$ cat src/rtl/march_c_controller.sv
// March C- memory self-test controller.
// Sequences a shared up/down address generator and a single-port memory
// through the six March C- elements, comparing every read one cycle later.
//
// state | meaning
// ------+--------------------------------------------------------------
// IDLE  | waiting for start; status from the previous run is held
// SETUP | one cycle: reset (up) or preset (down) the address generator
// OP    | one memory operation per cycle for the current element
// DRAIN | one cycle so the final read can be compared
// DONE  | one cycle with done=1, then back to IDLE
module march_c_controller #(
    parameter int AD_W = 4,
    parameter int DW   = 8
) (
    input  logic            clk,
    input  logic            reset,
    input  logic            start,
    input  logic            carry,
    input  logic [AD_W-1:0] addr,
    input  logic [DW-1:0]   rdata,
    output logic            ag_reset,
    output logic            ag_preset,
    output logic            ag_en,
    output logic            ag_up_down,
    output logic            mem_we,
    output logic            mem_re,
    output logic [DW-1:0]   wdata,
    output logic            busy,
    output logic            done,
    output logic            fail,
    output logic [AD_W-1:0] fail_addr,
    output logic [2:0]      fail_elem
);

    typedef enum logic [2:0] {
        IDLE  = 3'd0,
        SETUP = 3'd1,
        OP    = 3'd2,
        DRAIN = 3'd3,
        DONE  = 3'd4
    } state_t;

    state_t          state, state_n;
    logic [2:0]      elem, elem_n;
    logic            op_idx, op_n;

    logic            cmp_valid;
    logic            cmp_bg;
    logic [AD_W-1:0] cmp_addr;
    logic [2:0]      cmp_elem;

    // Element table. E0 up(w0) E1 up(r0,w1) E2 up(r1,w0)
    // E3 down(r0,w1) E4 down(r1,w0) E5 up(r0).
    function automatic logic dir_up(input logic [2:0] e);
        return !(e == 3'd3 || e == 3'd4);
    endfunction

    function automatic logic last_op(input logic [2:0] e);
        return !(e == 3'd0 || e == 3'd5);
    endfunction

    function automatic logic is_read(input logic [2:0] e, input logic op);
        if (e == 3'd0) return 1'b0;
        if (e == 3'd5) return 1'b1;
        return !op;
    endfunction

    // Background of an op: data written, or data expected on a read.
    function automatic logic op_bg(input logic [2:0] e, input logic op);
        if (e == 3'd2 || e == 3'd4) return !op;
        if (e == 3'd1 || e == 3'd3) return op;
        return 1'b0;
    endfunction

    // Next-state decision; carry is only meaningful on an element's last op.
    always_comb begin
        state_n = state;
        elem_n  = elem;
        op_n    = op_idx;
        case (state)
            IDLE: begin
                if (start) begin
                    state_n = SETUP;
                    elem_n  = 3'd0;
                end
            end
            SETUP: begin
                state_n = OP;
                op_n    = 1'b0;
            end
            OP: begin
                if (op_idx == last_op(elem)) begin
                    op_n = 1'b0;
                    if (carry) begin
                        if (elem == 3'd5) begin
                            state_n = DRAIN;
                        end else begin
                            state_n = SETUP;
                            elem_n  = elem + 3'd1;
                        end
                    end
                end else begin
                    op_n = 1'b1;
                end
            end
            DRAIN:   state_n = DONE;
            DONE:    state_n = IDLE;
            default: state_n = IDLE;
        endcase
    end

    // FSM state, registered outputs derived from the next state, and the read-compare pipeline.
    always_ff @(posedge clk) begin
        if (reset) begin
            state      <= IDLE;
            elem       <= 3'd0;
            op_idx     <= 1'b0;
            ag_reset   <= 1'b0;
            ag_preset  <= 1'b0;
            ag_en      <= 1'b0;
            ag_up_down <= 1'b0;
            mem_we     <= 1'b0;
            mem_re     <= 1'b0;
            wdata      <= '0;
            busy       <= 1'b0;
            done       <= 1'b0;
            fail       <= 1'b0;
            fail_addr  <= '0;
            fail_elem  <= 3'd0;
            cmp_valid  <= 1'b0;
            cmp_bg     <= 1'b0;
            cmp_addr   <= '0;
            cmp_elem   <= 3'd0;
        end else begin
            state  <= state_n;
            elem   <= elem_n;
            op_idx <= op_n;

            busy       <= (state_n == SETUP) || (state_n == OP) || (state_n == DRAIN);
            done       <= (state_n == DONE);
            ag_reset   <= (state_n == SETUP) && dir_up(elem_n);
            ag_preset  <= (state_n == SETUP) && !dir_up(elem_n);
            ag_en      <= (state_n == OP) && (op_n == last_op(elem_n));
            ag_up_down <= (state_n == OP) && dir_up(elem_n);
            mem_re     <= (state_n == OP) && is_read(elem_n, op_n);
            mem_we     <= (state_n == OP) && !is_read(elem_n, op_n);
            wdata      <= ((state_n == OP) && !is_read(elem_n, op_n)) ?
                          {DW{op_bg(elem_n, op_n)}} : '0;

            // The read issued this cycle returns data next cycle.
            cmp_valid <= mem_re;
            if (mem_re) begin
                cmp_bg   <= op_bg(elem, op_idx);
                cmp_addr <= addr;
                cmp_elem <= elem;
            end

            if (state == IDLE && start) begin
                fail      <= 1'b0;
                fail_addr <= '0;
                fail_elem <= 3'd0;
            end else if (cmp_valid && (rdata != {DW{cmp_bg}}) && !fail) begin
                fail      <= 1'b1;
                fail_addr <= cmp_addr;
                fail_elem <= cmp_elem;
            end
        end
    end

endmodule

$ cat config.mk
export PLATFORM = sky130hd
export DESIGN_NAME = march_c_controller
export DESIGN_NICKNAME = d
export VERILOG_FILES = /design/src/rtl/march_c_controller.sv
export SDC_FILE = /design/constraint.sdc
export NUM_CORES = 1
export LEC_CHECK = 0
export ABC_CLOCK_PERIOD_IN_PS = 4650
export BUFFER_PORTS_ARGS = -buffer_cell sky130_fd_sc_hd__buf_4
export CAP_MARGIN = 30
export CORE_MARGIN = 1.5
export CORE_UTILIZATION = 55
export DETAILED_ROUTE_END_ITERATION = 6
export GPL_TIMING_DRIVEN = 0
export PLACE_DENSITY = 0.81
export SYNTH_ARGS = -nofsm -noshare
export SYNTH_HDL_FRONTEND = slang
export SYNTH_SLANG_ARGS = --single-unit
$ cat constraint.sdc
create_clock -name clk -period 4.65 [get_ports clk]
set_input_delay 0.465 -clock clk [delete_from_list [all_inputs] [get_ports clk]]
set_output_delay 0.465 -clock clk [all_outputs]
set_load 0.1 [all_outputs]
# Word-level counts from Yosys, hierarchy flattened
# Cells that the tools add are included.
[totals]
reg_bits = 33
latch_bits = 0
mem_bits_rw = 0
rom_bits = 0
input_bits = 16
output_inout_bits = 24
wordCells = 113
n_memories = 0
[op_classes]
n_addsub = 1
mul = 0
div_mod_pow = 0
magnitude_cmp = 0
n_eq_ne = 20
n_shift = 0
mux = 42
bitwise_logic = 1
reduce_logical = 30
[op_table]
columns = ["op", "n"]
rows = [
  ["1-bit 2-to-1 mux", 31],
  ["3-bit by 2-bit == test with 1-bit output, second input constant", 8],
  ["3-bit 2-to-1 mux", 7],
  ["3-bit == test, second input constant", 5],
  ["3-bit by 1-bit == test with 1-bit output, second input constant", 4],
  ["3-bit case mux with 4 select lines", 1],
  ["1-bit logical AND", 9],
  ["3-bit logical NOT", 3],
  ["1-bit logical OR", 9],
  ["8-bit inequality test", 1],
  ["1-bit logical NOT", 7],
  ["3-bit case mux with 2 select lines", 1],
  ["2-bit OR reduction", 2],
  ["3-bit by 1-bit adder with 3-bit output, second input constant", 1],
  ["1-bit == test", 2],
  ["2-bit 2-to-1 mux", 1],
  ["1-bit case mux with 2 select lines", 1],
  ["1-bit inverter", 1],
]

# Depth between registers and ports, before layout
# Gate-level depths: netlist of the first run.
[depth]
depth_word = 18
mapped_depth = 9
ltp_nobuf = 9

# Worst setup path before layout of the first run
# Ideal clock, no wire load.
[synth_path]
path_kind = "flip-flop to flip-flop"
from = "register elem[0]"
to = "register mem_we"
setup_time_ns = 0.058
arrival_time_ns = 2.000
required_time_ns = 4.592
slack_ns = 2.592
path_stages_with_launch = 10
n_path_buf = 0
period_less_slack_ns = 2.058
path_cell_list = "dfxtp_1 inv_1 ha_1 mux2_4 or3_1 a21oi_2 a21oi_2 a31oi_2 a2bb2oi_2 and2b_1"
[synth_between]
elab_chain_len = 15
word_cells_on_any_way = 32
cone_classes = "add/sub (1); eq/ne (4); mux (20); reduce/logical (7)"
[synth_rtl]
columns = ["item", "line", "rtl"]
rows = [
  ["start, declared", "45", "logic [2:0] elem, elem_n;"],
  ["start signal, assigned", "137", "elem <= elem_n;"],
  ["branches (longest 14 deep; another with 3-bit by 1-bit adder with 3-bit output)", "n/a", ""],
  ["1-bit logical AND (*)", "147", "mem_we <= (state_n == OP) && !is_read(elem_n, op_n);"],
  ["end signal, assigned", "147", ""],
  ["end, declared", "26", "output logic mem_we,"],
]
# Every way passes the cells marked *. The select of a mux whose other input is x is not followed.
# A chain may end at the register's enable or synchronous reset.

# Worst setup path in the final report of the first run
[layout_path]
from = "register elem[0]"
to = "register ag_preset"
[layout_between]
elab_chain_len = 9
word_cells_on_any_way = 20
cone_classes = "add/sub (1); eq/ne (5); mux (9); reduce/logical (5)"
[layout_rtl]
columns = ["item", "line", "rtl"]
rows = [
  ["branches (longest 8 deep; another with 3-bit by 1-bit adder with 3-bit output)", "n/a", ""],
  ["1-bit logical AND (*)", "143", "ag_preset <= (state_n == SETUP) && !dir_up(elem_n);"],
  ["end signal, assigned", "143", ""],
  ["end, declared", "23", "output logic ag_preset,"],
]
# Every way passes the cells marked *.

==> flow_metrics.env, run 1 <==
export IMPL_outcome="finished, final reports clean"
export IMPL_worstPathCellList="inv_1 -> ha_1 -> xnor2_1 -> o21ai_1 -> a21boi_0 -> o21ai_1 -> and2_1 -> a31o_2 -> nor2b_1"
export IMPL_register_area_um2=660.6
export IMPL_tightest_slew_ns=0.6630
export IMPL_ys_types=41
export IMPL_worst_clock_skew_ns=0.005674
export IMPL_synth_area_leaders="dfxtp_1, mux2i_1, nor2_1, ha_1, buf_4"
export IMPL_min_period_ns=2.436
export IMPL_fin_crit_sh_pct=52.40
export IMPL_hold_path_class="input port to flip-flop"
export IMPL_fp_row_count=19
export IMPL_viasPerCell=5.364
export IMPL_syn_nets=187
export IMPL_crit_path_max_fanout=8
export IMPL_cts_hold_buf=0
export IMPL_synth_top_area_share_pct=42.86
export IMPL_grt_pass1_wl_um=5340
export IMPL_setup_worst_path_end="ag_preset$_SDFF_PP0_"
export IMPL_synth_xor_area_share_pct=1.136
export IMPL_synth_edf_count=0
export IMPL_clk_pin_slew_ns=0.09
export IMPL_grt_max_degree=11
export IMPL_fmax_mhz=410.4
export IMPL_antenna_found_initial=0
export IMPL_multi_input_area_um2=783.3
export IMPL_yosysTopAreaCell="dfxtp_1"
export IMPL_grt_pass1_vias=1236
export IMPL_synth_seq_area_share_pct=42.86
export IMPL_post_drt_wl_per_cell_um=12.90
export IMPL_drtAntennaViolNets=0
export IMPL_worstReg2RegEnd="ag_preset$_SDFF_PP0_"
export IMPL_synth_compound_area_share_pct=10.31
export IMPL_synthToLayoutAreaGrowth_pct=24.59
export IMPL_ir_worst_vdd_uv=271.0
export IMPL_leakage_uw=0.0008005
export IMPL_drc=0
export IMPL_worstReg2RegStart="elem[0]$_SDFF_PP0_"
export IMPL_synthArstFlopShare_pct=0
export IMPL_grt_overflow=0
export IMPL_rsz0062_at_grt="false"
export IMPL_synthAdderAreaFrac_pct=4.058
export IMPL_max_stage_delay_ns=0.50
export IMPL_dp_cells=235
export IMPL_wl_um=3122
export IMPL_synth_avg_cell_area_um2=9.286
export IMPL_reg2reg_slack_ns=2.21
export IMPL_startpoint="elem[0]$_SDFF_PP0_"
export IMPL_max_slew_margin_pct=55.71
export IMPL_drv_cap=0
export IMPL_io_buffers=38
export IMPL_yosys_warnings=0
export IMPL_crit_top_cell="o21ai_1"
export IMPL_worstPathRequired_ns=4.89
export IMPL_tns_ns=0
export IMPL_start_kind="flip-flop"
export IMPL_cts_tree="built"
export IMPL_die_area_mm2=0.003129
export IMPL_globalplace_congestion=0.7763
export IMPL_synth_top_family_by_area="simple AND/OR/NAND/NOR gates"
export IMPL_vias=1298
export IMPL_dr_pass1_iters=4
export IMPL_r2r_cells=9
export IMPL_core_mm2=0.002710
export IMPL_clk_latency_ns=0.34
export IMPL_die_x_um=55.94
export IMPL_setup_viol=0
export IMPL_cts_sinks=33
export IMPL_crit_type="flip-flop to flip-flop"
export IMPL_dp_hpwl_um=2380
export IMPL_ctsResizeCount=0
export IMPL_fillers=230
export IMPL_cp_end_kind="flip-flop"
export IMPL_postCtsSetupBuffers=0
export IMPL_cts_buffers=5
export IMPL_slowest_stage="dfxtp_1"
export IMPL_final_nets=232
export IMPL_io_pins=40
export IMPL_holdWs_ns=0.3573
export IMPL_ys_ff_latch=33
export IMPL_synthFlopType="dfxtp_1"
export IMPL_synth_simple_area_share_pct=21.75
export IMPL_track_usage_pct=22.31
export IMPL_finalNonFillerCells=242
export IMPL_hp_start="addr[0]"
export IMPL_syn_area_mm2=0.001541
export IMPL_die_h_um=55.94
export IMPL_p_per_area_mw_per_mm2=277.2
export IMPL_fin_util_pct=70.87
export IMPL_dr_first_iter_drc_count=38
export IMPL_cts_root_buf="clkbuf_4"
export IMPL_synth_mux_area_share_pct=13.56
export IMPL_slew_viol_final=0
export IMPL_arrival_ns=2.68
export IMPL_ctsHtreeMaxLevel=2
export IMPL_finalHoldViolCount=0
export IMPL_synthCells=166
export IMPL_antenna_cells=0
export IMPL_cts_buffer_depth=2
export IMPL_start_util_pct=56.88
export IMPL_drive_gt1_share_pct=29.86
report_power, final:
part	internal (µW)	leakage [µW]	total [µW]	switching, µW
registers	288	0.000267	292	4.23
logic	26.5	0.000502	79.0	52.5
clock network	71.2	0.0000314	161	89.8
Yosys cell counts (2+ instances only):
cell and number:
dfxtp_1 33, nor2_1 30, mux2i_1 16, nand2_1 11
buf_4 8, ha_1 5, nand2b_1 5, nand3_1 5
nor2b_1 4, a21oi_1 3, and2_1 3, clkbuf_1 3
inv_1 3, nor4_1 3, o21ai_0 3, a21oi_2 2
nor3b_1 2, o21ai_1 2, o21bai_1 2, xnor2_1 2
worst max-delay path: cells and delay by family (launching register included):
family	cells	cell delay, ns
compound gates	4	0.84
simple gates	2	0.39
fa+ha+maj	1	0.27
xor+xnor	1	0.23
flops	1	0.50
buf+inv	1	0.11
state kept, by name, summed over array words and instances, names as in the netlist:
name / cells
wdata: 1
mem_re: 1
ag_preset: 1
ag_up_down: 1
cmp_valid: 1
fail_elem: 3
op_idx: 1
ag_reset: 1
state: 3
cmp_elem: 3
done: 1
fail_addr: 4
busy: 1
mem_we: 1
elem: 3
fail: 1
cmp_addr: 4
cmp_bg: 1
ag_en: 1
routing by layer:
metal / vias to the layer above / track usage, % / part of all wire (%)
li1: 653 / - / -
met1: 606 / 25.48 / 42
met2: 34 / 38.10 / 51
met3: 5 / 6.279 / 4.5
met4: 0 / 11.22 / 2.3
met5: - / 0 / 0
cell type report:
| cell class | count | share of cell area, % |
|---|---|---|
| buffer | 13 | 4.495 |
| clock buffer | 7 | 2.866 |
| inverter | 3 | 0.5863 |
| multi-input combinational | 117 | 40.78 |
| sequential | 33 | 34.40 |
| tap | 31 | 2.020 |
| timing repair buffer | 38 | 14.85 |
kinds of logic after synthesis:
group / after synthesis
AO/OA/AOI/OAI: 21
adder cells (fa/ha/maj): 5
AND/OR/NAND/NOR: 70
XOR/XNOR: 2
buffers and inverters: 16
multiplexers: 19
flip-flops: 33
metrics by stage:
step / power (µW) / setup slack, ns / cell area, µm²
2_1_floorplan: 354.0 / 2.592 / 1541
3_3_place_gp: 375.2 / 2.443 / 1866
3_5_place_dp: 377.8 / 2.302 / 1866
4_1_cts: 537.2 / 2.279 / 1921
5_1_grt: 551.4 / 1.978 / 1921
6_report: 532.4 / 2.214 / 1921
worst min-delay path by stage:
stage	endpoint	slack, ns	depth (start not counted)
final	cmp_addr[0]$_SDFFE_PP0P_	0.36	3
after global routing	cmp_addr[3]$_SDFFE_PP0P_	0.35	3
after detailed placement	cmp_elem[1]$_SDFFE_PP0P_	0.49	2
after global placement	cmp_addr[0]$_SDFFE_PP0P_	0.47	2
after floorplan	cmp_addr[0]$_SDFFE_PP0P_	0.46	2
after CTS	cmp_addr[3]$_SDFFE_PP0P_	0.35	3
layout by cell type (no fill, tap or decap), types with 2 or more instances in the layout:
cell type and n:
nor2_1 30, dfxtp_1 33, nand2b_1 5, inv_1 3
nand3_1 5, and2_1 3, ha_1 5, a21oi_2 2
o21ai_1 2, o21bai_1 2, nor4_1 3, clkbuf_1 4
a21oi_1 3, o21ai_0 3, mux2i_1 16, nor3b_1 2
nand2_1 11, buf_4 46, clkbuf_4 5, xnor2_1 2
nor2b_1 4
Note: power is estimated with default switching activity, not from simulation.
==> run 2, diff against run 1 <==
==> config.mk (replaced) <==
export PLATFORM = sky130hd
export DESIGN_NAME = march_c_controller
export DESIGN_NICKNAME = d
export VERILOG_FILES = /design/src/rtl/march_c_controller.sv
export SDC_FILE = /design/constraint.sdc
export NUM_CORES = 1
export LEC_CHECK = 0
export ABC_AREA = 1
export ABC_CLOCK_PERIOD_IN_PS = 2400
export BUFFER_PORTS_ARGS = -buffer_cell sky130_fd_sc_hd__buf_4
export CAP_MARGIN = 30
export CORE_MARGIN = 1.5
export CORE_UTILIZATION = 52
export DETAILED_ROUTE_END_ITERATION = 6
export GPL_TIMING_DRIVEN = 0
export PLACE_DENSITY = 0.76
export SYNTH_ARGS = -nofsm -noshare
export SYNTH_HDL_FRONTEND = slang
export SYNTH_SLANG_ARGS = --single-unit
==> constraint.sdc (replaced) <==
create_clock -name clk -period 2.4 [get_ports clk]
set_input_delay 0.24 -clock clk [delete_from_list [all_inputs] [get_ports clk]]
set_output_delay 0.24 -clock clk [all_outputs]
set_load 0.1 [all_outputs]
==> flow_metrics.env, run 2 <==
export IMPL_rsz0062_at_grt="false"
export IMPL_synth_seq_area_share_pct=41.25
export IMPL_start_util_pct=56.61
export IMPL_fmax_mhz=515.3
export IMPL_clk_pin_slew_ns=0.10
export IMPL_clk_latency_ns=0.33
export IMPL_hold_path_class="input port to flip-flop"
export IMPL_ys_ff_latch=33
export IMPL_globalplace_congestion=0.8065
export IMPL_drive_gt1_share_pct=32.16
export IMPL_min_period_ns=1.941
export IMPL_synthArstFlopShare_pct=0
export IMPL_track_usage_pct=21.90
export IMPL_holdWs_ns=0.1198
export IMPL_cp_end_kind="flip-flop"
export IMPL_grt_pass1_vias=1390
export IMPL_final_cell_mix="buf_4, nand2_1, dfxtp_1"
export IMPL_fillers=257
export IMPL_io_buffers=39
export IMPL_synth_edf_count=0
export IMPL_postCtsSetupBuffers=0
export IMPL_dp_hpwl_um=2565
export IMPL_drc=0
export IMPL_outcome="finished, final reports clean"
export IMPL_die_area_mm2=0.003422
export IMPL_drv_cap=0
export IMPL_grt_overflow=0
export IMPL_drtAntennaViolNets=0
export IMPL_worstPathRequired_ns=2.63
export IMPL_cts_buffer_depth=2
export IMPL_grt_max_degree=11
export IMPL_crit_type="flip-flop to flip-flop"
export IMPL_synth_avg_cell_area_um2=7.700
export IMPL_io_pins=40
export IMPL_syn_area_mm2=0.001602
export IMPL_syn_nets=229
export IMPL_antenna_cells=0
export IMPL_cts_sinks=33
export IMPL_largestRegisters="cmp_addr (4), fail_addr (4)"
export IMPL_dr_pass1_iters=4
export IMPL_finalHoldViolCount=0
export IMPL_ys_types=28
export IMPL_cts_hold_buf=0
export IMPL_core_mm2=0.002829
export IMPL_crit_path_max_fanout=6
export IMPL_fp_row_count=19
export IMPL_synth_top_area_share_pct=41.25
export IMPL_final_common_cell="buf_4"
export IMPL_worst_clock_skew_ns=0.006996
export IMPL_slew_viol_final=0
export IMPL_fin_crit_sh_pct=80.86
export IMPL_netlist_top_cells_count="nand2_1, dfxtp_1, nor2_1"
export IMPL_synth_area_leaders="dfxtp_1, nand2_1, nor2_1, nand3_1, a21oi_1"
export IMPL_cts_buffers=5
export IMPL_synthToLayoutAreaGrowth_pct=26.02
export IMPL_cts_tree="built"
export IMPL_max_slew_margin_pct=66.29
export IMPL_setup_viol=0
export IMPL_dr_first_iter_drc_count=44
export IMPL_wl_um=3299
export IMPL_final_nets=275
export IMPL_synthCells=208
export IMPL_tns_ns=0
export IMPL_viasPerCell=5.056
export IMPL_ctsHtreeMaxLevel=2
export IMPL_vias=1446
export IMPL_cts_root_buf="clkbuf_4"
export IMPL_p_per_area_mw_per_mm2=605.5
export IMPL_grt_pass1_wl_um=5747
export IMPL_yosys_warnings=0
export IMPL_ir_worst_vdd_uv=548.7
export IMPL_fin_util_pct=71.34
export IMPL_die_h_um=58.50
export IMPL_register_area_um2=660.6
export IMPL_yosysTopAreaCell="dfxtp_1"
export IMPL_die_x_um=58.50
export IMPL_leakage_uw=0.0009338
export IMPL_antenna_found_initial=0
export IMPL_tightest_slew_ns=0.5057
export IMPL_synth_most_common_cell="nand2_1"
export IMPL_multi_input_area_um2=797.0
export IMPL_ctsResizeCount=0
export IMPL_post_drt_wl_per_cell_um=11.53
export IMPL_arrival_ns=2.18
export IMPL_start_kind="flip-flop"
export IMPL_synthFlopType="dfxtp_1"
run 2: cells by family after synthesis:
kind of cell	count (synthesis)	synth area share [%]
XOR/XNOR	1	0.5470
buffers and inverters	28	8.984
multiplexers	1	0.6250
flip-flops	33	41.25
AO/OA/AOI/OAI	30	10.08
adder cells (fa/ha/maj)	5	3.906
AND/OR/NAND/NOR	110	34.61
run 2: worst max-delay path: stages, from the launching register on:
cell and delay (ns):
dfxtp_1 0.37, inv_1 0.19, ha_1 0.29, nand2_4 0.11
nand2_2 0.10, nand2_4 0.06, nand2_4 0.09, nand2_2 0.06
nand3_2 0.08, nand2_4 0.08, nor2_4 0.12, nand2_2 0.08
nand2_1 0.07, nand2_1 0.05, nand2_1 0.07, nor2_2 0.03
run 2: routing by layer:
| metal | vias up | routed length [µm] | global-route usage [%] |
|---|---|---|---|
| met1 | 633 | 1402 | 24.52 |
| met3 | 9 | 198 | 5.275 |
| met2 | 41 | 1655 | 39.49 |
| met4 | 0 | 42 | 8.970 |
| li1 | 763 | - | - |
| met5 | - | 0 | 0 |
run 2: final timing paths:
path / endpoint / slack, ns / cells past startpoint / from
setup / recovery: ag_en$_SDFF_PP0_ / 0.46 / 15 / elem[1]$_SDFF_PP0_
hold reg to reg: fail_addr[0]$_SDFFE_PP0P_ / 0.47 / 2 / cmp_addr[0]$_SDFFE_PP0P_
hold / removal: state[0]$_SDFF_PP0_ / 0.12 / 2 / reset
setup reg to reg: ag_en$_SDFF_PP0_ / 0.46 / 15 / elem[1]$_SDFF_PP0_
run 2: where the power goes:
part	switching, µW	leakage, µW	internal, µW
Clock	181	0.0000455	249
Combinational	157	0.000621	65.9
Sequential	7.74	0.000267	562
Total	346	0.000934	876
run 2: cell type report:
class	count	area share, %
plain buffers	10	3.534
clock buffers	7	2.728
clock inverters	1	1.488
inverters	18	3.596
multi-input cells	147	39.49
flip-flops and latches	33	32.73
well taps	31	1.922
repair buffers	39	14.51
run 2: stage by stage:
step	instance area, µm²	instances	total power (µW)	worst slack (ns)
2_1_floorplan	1602	208	747.4	0.6960
3_3_place_gp	1933	278	801.6	0.5140
3_5_place_dp	1933	278	805.1	0.4763
4_1_cts	2018	286	1231	0.4399
5_1_grt	2018	286	1279	0.2674
6_report	2018	286	1222	0.4594
